==> src/rtl/reset_sequencer_pkg.sv <==
// Shared types and width helpers for the reset sequencer.
package reset_sequencer_pkg;

  typedef enum logic [1:0] {
    StAssert,
    StRelease,
    StRun,
    StFault
  } seq_state_e;

  // Counter must hold the larger of the assert hold time and the ready timeout.
  function automatic int unsigned cnt_width(int unsigned hold, int unsigned timeout);
    int unsigned max_val;
    max_val = (hold > timeout) ? hold : timeout;
    return $clog2(max_val + 1);
  endfunction

  // Domain index width, never narrower than one bit.
  function automatic int unsigned idx_width(int unsigned num);
    return (num > 1) ? $clog2(num) : 1;
  endfunction

endpackage

==> src/rtl/reset_sequencer_ready_sync.sv <==
// Two-flop synchronizer for the per-domain ready inputs.
module ready_sync #(
  parameter int unsigned WIDTH = 4
) (
  input  logic             clk,
  input  logic             reset_n,
  input  logic [WIDTH-1:0] async_in,
  output logic [WIDTH-1:0] sync_out
);

  logic [WIDTH-1:0] meta_q;
  logic [WIDTH-1:0] sync_q;

  // Capture the asynchronous ready vector through two stages; cleared by reset.
  always_ff @(posedge clk) begin
    if (!reset_n) begin
      meta_q <= '0;
      sync_q <= '0;
    end else begin
      meta_q <= async_in;
      sync_q <= meta_q;
    end
  end

  assign sync_out = sync_q;

endmodule

==> src/rtl/reset_sequencer.sv <==
// Ordered reset release across downstream domains with soft reset and timeout fault.
module reset_sequencer
  import reset_sequencer_pkg::*;
#(
  parameter int unsigned NUM_DOMAINS = 4,
  parameter int unsigned ASSERT_HOLD = 16,
  parameter int unsigned STAGE_DELAY = 8,
  parameter int unsigned TIMEOUT     = 256,
  localparam int unsigned IDX_W      = idx_width(NUM_DOMAINS)
) (
  input  logic                   clk,
  input  logic                   reset_n,
  input  logic                   sw_rst_req,
  output logic                   sw_rst_ack,
  input  logic [NUM_DOMAINS-1:0] domain_ready,
  output logic [NUM_DOMAINS-1:0] domain_rst_n,
  output logic                   seq_busy,
  output logic                   seq_err,
  output logic [IDX_W-1:0]       fault_idx
);

  localparam int unsigned CNT_W = cnt_width(ASSERT_HOLD, TIMEOUT);

  localparam logic [CNT_W-1:0] HoldLast    = CNT_W'(ASSERT_HOLD - 1);
  localparam logic [CNT_W-1:0] StageLast   = CNT_W'(STAGE_DELAY - 1);
  localparam logic [CNT_W-1:0] TimeoutLast = CNT_W'(TIMEOUT - 1);
  localparam logic [IDX_W-1:0] IdxLast     = IDX_W'(NUM_DOMAINS - 1);

  seq_state_e             state_q;
  logic [CNT_W-1:0]       cnt_q;
  logic [IDX_W-1:0]       idx_q;
  logic                   arm_q;
  logic [NUM_DOMAINS-1:0] rst_q;
  logic                   busy_q;
  logic                   ack_q;
  logic                   err_q;
  logic [IDX_W-1:0]       fault_q;

  logic [NUM_DOMAINS-1:0] rdy_sync;
  logic                   rdy_cur;
  logic [NUM_DOMAINS-1:0] next_mask;
  logic [CNT_W-1:0]       cnt_inc;

  ready_sync #(
    .WIDTH(NUM_DOMAINS)
  ) u_ready_sync (
    .clk     (clk),
    .reset_n (reset_n),
    .async_in(domain_ready),
    .sync_out(rdy_sync)
  );

  // Select the current stage's ready, build the next release mask, saturate the counter.
  always_comb begin
    rdy_cur   = 1'b0;
    next_mask = '0;
    for (int i = 0; i < NUM_DOMAINS; i++) begin
      if (idx_q == IDX_W'(i)) rdy_cur = rdy_sync[i];
      next_mask[i] = (i <= int'(idx_q) + 1);
    end
    cnt_inc = (cnt_q == '1) ? cnt_q : cnt_q + 1'b1;
  end

  // Sequencer FSM with counter, stage index and registered outputs.
  always_ff @(posedge clk) begin
    if (!reset_n) begin
      state_q <= StAssert;
      cnt_q   <= '0;
      idx_q   <= '0;
      arm_q   <= 1'b1;
      rst_q   <= '0;
      busy_q  <= 1'b1;
      ack_q   <= 1'b0;
      err_q   <= 1'b0;
      fault_q <= '0;
    end else if (sw_rst_req) begin
      state_q <= StAssert;
      cnt_q   <= '0;
      idx_q   <= '0;
      arm_q   <= 1'b0;
      rst_q   <= '0;
      busy_q  <= 1'b1;
      ack_q   <= 1'b1;
      err_q   <= 1'b0;
      fault_q <= '0;
    end else begin
      ack_q <= 1'b0;
      arm_q <= 1'b0;
      case (state_q)
        StAssert: begin
          // First edge out of hard reset only re-arms, so the hold spans
          // ASSERT_HOLD edges after release just as it does after a soft reset.
          if (arm_q) begin
            cnt_q <= '0;
          end else if (cnt_q == HoldLast) begin
            state_q <= StRelease;
            rst_q   <= NUM_DOMAINS'(1);
            cnt_q   <= '0;
          end else begin
            cnt_q <= cnt_inc;
          end
        end
        StRelease: begin
          // Ready is checked before timeout so a same-edge arrival advances.
          if ((cnt_q >= StageLast) && rdy_cur) begin
            if (idx_q != IdxLast) begin
              rst_q <= next_mask;
              idx_q <= idx_q + 1'b1;
              cnt_q <= '0;
            end else begin
              state_q <= StRun;
              busy_q  <= 1'b0;
            end
          end else if (cnt_q >= TimeoutLast) begin
            state_q <= StFault;
            rst_q   <= '0;
            err_q   <= 1'b1;
            fault_q <= idx_q;
          end else begin
            cnt_q <= cnt_inc;
          end
        end
        StRun, StFault: begin
          // Hold until a soft or hard reset.
        end
        default: state_q <= StAssert;
      endcase
    end
  end

  assign domain_rst_n = rst_q;
  assign seq_busy     = busy_q;
  assign sw_rst_ack   = ack_q;
  assign seq_err      = err_q;
  assign fault_idx    = fault_q;

endmodule

==> config.mk <==
export PLATFORM = sky130hd
export DESIGN_NAME = reset_sequencer
export DESIGN_NICKNAME = d
export VERILOG_FILES = /design/src/rtl/reset_sequencer_pkg.sv /design/src/rtl/reset_sequencer_ready_sync.sv /design/src/rtl/reset_sequencer.sv
export SDC_FILE = /design/constraint.sdc
export NUM_CORES = 1
export LEC_CHECK = 0
export BUFFER_PORTS_ARGS = -buffer_cell sky130_fd_sc_hd__buf_2
export CAP_MARGIN = 40
export CORE_MARGIN = 2
export CORE_UTILIZATION = 26
export DETAILED_ROUTE_END_ITERATION = 6
export HOLD_SLACK_MARGIN = 0.1
export PLACE_DENSITY = 0.44
export REMOVE_ABC_BUFFERS = 1
export SLEW_MARGIN = 20
export SYNTH_ARGS = -nofsm -noshare
export SYNTH_HDL_FRONTEND = slang
export SYNTH_SLANG_ARGS = --single-unit
export TNS_END_PERCENT = 1
==> constraint.sdc <==
create_clock -name clk -period 1.9 [get_ports clk]
set_input_delay 0 -clock clk [delete_from_list [all_inputs] [get_ports clk]]
set_output_delay 0 -clock clk [all_outputs]
set_load 0.02 [all_outputs]
After elaboration in Yosys (flattened, before gate mapping)
Index checks and enable logic that the tools add are counted.
{"block": "word_totals", "ff_bits": 31, "input_bits": 7, "output_inout_bits": 9, "word_cells": 72}
{"block": "op_classes", "add_sub_neg": 3, "magnitude_cmp": 6, "eq_ne": 13, "mux": 25, "bitwise_logic": 3, "n_reduce_logical": 11}
{"operator": "$mux 9", "n": 6}
{"operator": "$le 1x32->1 const A", "n": 1}
{"operator": "$le 2x32->1 const A", "n": 1}
{"operator": "$le 3x32->1 const A", "n": 1}
{"operator": "$mux 4", "n": 5}
{"operator": "$pmux 9 s2", "n": 1}
{"operator": "$ne 3x3->1 const B", "n": 4}
{"operator": "$reduce_and 3->1", "n": 4}
{"operator": "$mux 2", "n": 5}
{"operator": "$reduce_and 5->1", "n": 2}
{"operator": "$add 9x1->9 const B", "n": 1}
{"operator": "$eq 9x4->1 const B", "n": 1}
{"operator": "$eq 9x9->1 const B", "n": 1}
{"operator": "$ge 9x3->1 const B", "n": 1}
{"operator": "$ge 9x8->1 const B", "n": 1}
{"operator": "$pmux 4 s2", "n": 1}
{"operator": "$mux 1", "n": 6}
{"operator": "$ne 2x2->1 const B", "n": 3}
{"operator": "$eq 2x1->1 const B", "n": 2}
{"operator": "$eq 2x2->1 const B", "n": 2}
{"operator": "$logic_not 2->1", "n": 2}
{"operator": "$pmux 2 s2", "n": 1}
{"operator": "$add 2x1->3 const B", "n": 1}
{"operator": "$le 2x3->1 const A", "n": 1}
{"operator": "5 further kinds", "n": 7}

Longest topological paths before layout
{"block": "depth", "depth_word": 8, "depth_mapped": 9, "ltp_nobuf": 8}

By module
A second synthesis with hierarchy kept.
{"block": "unflattened", "cells_unflattened": 170, "area_unflattened_um2": 1571.5}
{"mod": "reset_sequencer", "n_inst": 1, "cells_per_inst": 154, "area_per_inst_um2": 1361.3, "seq_area_each_um2": 460.4}
{"mod": "ready_sync", "n_inst": 1, "cells_per_inst": 16, "area_per_inst_um2": 210.2, "seq_area_each_um2": 160.2}

Least setup slack after synthesis
No wires, ideal clock.
{"block": "synth_path", "path_kind": "register to register", "start": "register cnt_q[0]", "end": "register cnt_q[8]", "setup_time_ns": 0.073, "arrival_ns": 1.962, "t_required_ns": 1.827, "path_slack_ns": -0.136, "stages_incl_launch_ff": 9, "path_buffers": 1, "period_less_slack_ns": 2.036, "path_cell_list": "dfxtp_1 > ha_1 > a21o_1 > a2111oi_4 > o211ai_1 > a31oi_4 > buf_6 > a21oi_1 > nor3_2"}
{"block": "synth_between", "elab_chain_len": 5, "elab_cells_between_ends": 15, "classes_between": "add/sub: 1; order compare: 2; eq/ne: 4; mux: 6; reduce/logical: 2"}
{"element": "from (decl)", "line": "reset_sequencer.sv:30", "source": "logic [CNT_W-1:0] cnt_q;"}
{"element": "from (signal assigned)", "line": "reset_sequencer.sv:100", "source": "cnt_q <= cnt_inc;"}
{"element": "from (signal assigned)", "line": "reset_sequencer.sv:120", "source": "cnt_q <= cnt_inc;"}
{"element": "$add 9x1->9 / $eq 9x9->1 (equally long branches)", "line": "reset_sequencer.sv:61", "source": "cnt_inc = (cnt_q == '1) ? cnt_q : cnt_q + 1'b1;"}
{"element": "$mux 9", "line": "reset_sequencer.sv:61"}
{"element": "$mux 9 (on tied branches)", "line": "reset_sequencer.sv:114, reset_sequencer.sv:95"}
{"element": "$mux 9 (on tied branches)", "line": "reset_sequencer.sv:105, reset_sequencer.sv:93"}
{"element": "$pmux 9 s2", "line": "reset_sequencer.sv:89", "source": "case (state_q)"}
Several ways; a longest one is shown, not always the timed one. The select of a mux whose other input is x is not followed.
A chain may end at the register's enable or synchronous reset.

Final worst setup path
{"block": "layout_path", "start": "register cnt_q[5]", "end": "register cnt_q[6]"}
Same word-level chain as after synthesis.

==> metrics list <==
- The die covers 6420 sq um.
- The die is 80.2 microns wide.
- Antenna violations before repair: 0
* VDD IR max: 0.000361 V
- Synth cell types: 47
* Share of the clock period used by the worst path: 114%
- Detailed Route Iter0 Violations: 58
- Post-CTS setup buffer count: 0
* Internal reg-to-reg setup slack: -0.27 ns
- The area growth from synthesis to layout is 45.3%.
* EDFF count, synth: 0
- For this run, the number of Yosys warnings is 0.
* Avg Synthesized Cell Area: 9.42 sq um
- Setup repair after global routing could not meet its margin everywhere.
- The number of cells on the worst reg-to-reg path is 6.
* Crit path DAT: 2.38 ns
- Total number of vias: 1391
- Crit path required time: 2.11 ns
* Run status: finished, violations left
* Proportion of synthesized chip area in sequential cells: 41.2%
- The cell area that synthesis handed to floorplanning was 1510 sq um.
* Fill cell count: 595
- Once the floorplan was initialized, standard cells occupied 27.2% of the core.
- Max-cap check violation count: 0
- The completed layout was analyzed and its total power is 1.53 mW.
- After legalization and detailed placement, the total HPWL measured 2530 microns.
* Cell taking the most area after synthesis: sky130_fd_sc_hd__dfxtp_1
- Clock Tree Root: sky130_fd_sc_hd__clkbuf_8
- Setup slack on the critical path of the routed design comes to -0.268 ns.
* Source-to-sink clock delay at the later pin of the worst-skew pair: 0.29 ns
- In this run the critical register-to-register path is launched from cnt_q[5]$_SDFFE_PP0P_.
- After floorplanning, the core was sized to cover 5540 sq um.
- Crit start category: register
- Timing would allow up to 461 MHz.
- The number of global-route vias before repair came to 1323.
* Number of buffers between clock root and the deepest sink: 2
* Static power due to leakage: 0.873 nW
- Clock-pin slew was measured on the worst setup and hold paths at 0.07 ns.
- Number of DRC violations after detailed routing: 0
- Worst-path fanout max: 12
- Entering global routing, the biggest net connects 14 pins.
* Global-route wire length before repair: 5980 microns
* Post-Synthesis Cells: 160
- STA classifies the critical path endpoint as a register.
- For this design, the sink count on the clock tree is 31.
- Global routing finished with a remaining overflow of 0.
- Ranking of synthesized cells by area: sky130_fd_sc_hd__dfxtp_1, sky130_fd_sc_hd__ha_1, sky130_fd_sc_hd__nor2_1
- Commonest cells in the synthesized netlist: sky130_fd_sc_hd__dfxtp_1, sky130_fd_sc_hd__nor2_1, sky130_fd_sc_hd__and2_1
* Number of failing setup endpoints in the final timing report: 14
- Beginning of the critical path: cnt_q[5]$_SDFFE_PP0P_
- Fraction of the core area covered by cells at the end of the flow: 39.5%
- The post-route netlist has 34.5% of its cells at a drive strength greater than 1.
- Row Count: 27
* Time the worst path needs with I/O delays and setup: 2.17 ns
- TritonCTS built the clock tree.
- Launch instance of the worst min-delay path: u_ready_sync.meta_q[1]$_SDFF_PN0_
- The worst pin sits at a relative slew slack of 53.2%.
- For this block, the routed nets add up to 3500 microns of wire.
- CTS Buf Count: 5
- The count of final max-slew check failures was 0.
- The count of nets left with antenna violations once routing finished came out at 0.
- The H-tree was split into 2 levels.
- Number of optimization iterations in the first detailed-route pass: 4
- sky130_fd_sc_hd__dfxtp_1 is the most common cell in the netlist.
* Type of the worst setup path: reg -> reg
- In the global route stage, overall resource usage came out at 11.9%.
* Ys async rst share: 0%
- Port buffer count: 15
- The worst hold path belongs to the class reg -> reg.
- At the end of the flow, the number of nets in the layout was 236.
- Top-level port count: 16
- Final Hold Violating Endpoints: 0
- After synthesis, the largest area contributor takes up 41.2% of total cell area.
- Slew at the pin closest to its max-slew limit: 0.702 ns
- Antenna fix cells: 0
- The most used flip-flop cell after synthesis is sky130_fd_sc_hd__dfxtp_1.
- DR WL/cell: 11.8 microns
- Counting flops and latches in the post-synthesis netlist gives 31.
- The floorplan step set the die height to 80.2 microns.
* Gp weighted congestion: 0.815
* Last element of the critical path: cnt_q[6]$_SDFFE_PP0P_
- The final reports fail on setup timing.
- The worst register-to-register path ends at cnt_q[6]$_SDFFE_PP0P_.
- The clock arrives with 0.00697 ns of skew.
- After detailed routing, the number of vias per cell comes to 4.72.
- For this design the ratio of total power to cell area is 696 nW/um^2.
[final cells by class]
cell class                 count  area, sq um  area share, %
multi-input combinational    116          860           39.2
sequential                    31          623           28.4
tap                           72         90.1           4.11
clock inverter                 3         67.6           3.08
inverter                       7         26.3           1.20
clock buffer                   5         68.8           3.14
timing repair buffer          61          455           20.8
[layer usage]
metal / wire [microns] / global-route usage (%) / part of all wire (%)
met1: 1630 / 14.5 / 47
met3: 130 / 3.37 / 3.7
met2: 1690 / 20.2 / 48
met4: 42 / 3.73 / 1.2
met5: 0 / 0 / 0
[stage by stage]
| step | instances | instance area, sq um | setup slack [ns] | hold slack (ns) | TNS (ns) |
|---|---|---|---|---|---|
| after floorplan | 154 | 1470 | -0.282 | 0.0565 | -2.29 |
| after global placement | 276 | 1900 | -0.241 | 0.205 | -2.15 |
| after detailed placement | 276 | 1900 | -0.317 | 0.213 | -3.04 |
| after CTS | 295 | 2170 | -0.283 | 0.443 | -2.82 |
| after global routing | 295 | 2190 | -0.383 | 0.460 | -4.77 |
| final | 295 | 2190 | -0.268 | 0.434 | -2.79 |
[sequential cells by signal, summed over array words and instances (netlist names)]
register,cells
state_q,2
domain_rst_n,4
fault_idx,2
seq_err,1
cnt_q,9
idx_q,2
seq_busy,1
u_ready_sync.sync_out,4
arm_q,1
u_ready_sync.meta_q,4
sw_rst_ack,1
[power breakdown]
group          internal (mW)  switching, mW
combinational         0.0392         0.0315
sequential             0.661        0.00406
clock                  0.523          0.266
[worst min-delay path by stage]
stage | to | slack (ns) | cells after the start
6_report | u_ready_sync.sync_out[1]$_SDFF_PN0_ | 0.43 | 1
5_1_grt | u_ready_sync.sync_out[0]$_SDFF_PN0_ | 0.46 | 1
4_1_cts | u_ready_sync.sync_out[2]$_SDFF_PN0_ | 0.44 | 1
3_5_place_dp | u_ready_sync.meta_q[3]$_SDFF_PN0_ | 0.21 | 2
3_3_place_gp | u_ready_sync.meta_q[3]$_SDFF_PN0_ | 0.21 | 2
2_1_floorplan | arm_q$_DFF_P_ | 0.06 | 1
[what timing repair did]
item,4_1_cts,5_1_grt
hold endpoints to repair,10,0
resized for setup,7,5
hold buffers,11,0
pin swaps,3,2
setup endpoints to repair,21,21
[worst max-delay path, stage by stage (launching register included)]
cell and delay (ns):
sky130_fd_sc_hd__dfxtp_1 0.32, sky130_fd_sc_hd__or4_4 0.58, sky130_fd_sc_hd__a2111o_1 0.39, sky130_fd_sc_hd__a32oi_2 0.21, sky130_fd_sc_hd__buf_6 0.17, sky130_fd_sc_hd__a21bo_2 0.23, sky130_fd_sc_hd__a211oi_2 0.19
[layout by cell type (no fill, tap or decap), drive strengths merged, types with 5 or more instances in the layout]
cell type / n
a21oi: 7
nand3: 8
inv: 7
dlygate4sd3: 11
a211oi: 6
ha: 7
clkbuf: 5
and2: 9
nor2: 21
a31oi: 5
buf: 50
nor3: 5
dfxtp: 31
mux2i: 6
nand2: 6
[logic make-up after synthesis]
logic type | after synthesis | synth area share [%]
muxes | 6 | 3.98
xor gates and xnor gates | 1 | 0.581
adders and majority gates | 7 | 5.81
buffers and inverters | 13 | 4.23
DFF | 31 | 41.2
and+or+nand+nor | 65 | 22.8
AOI/OAI and AO/OA | 37 | 21.4
Note: power is estimated with default switching activity, not from simulation.
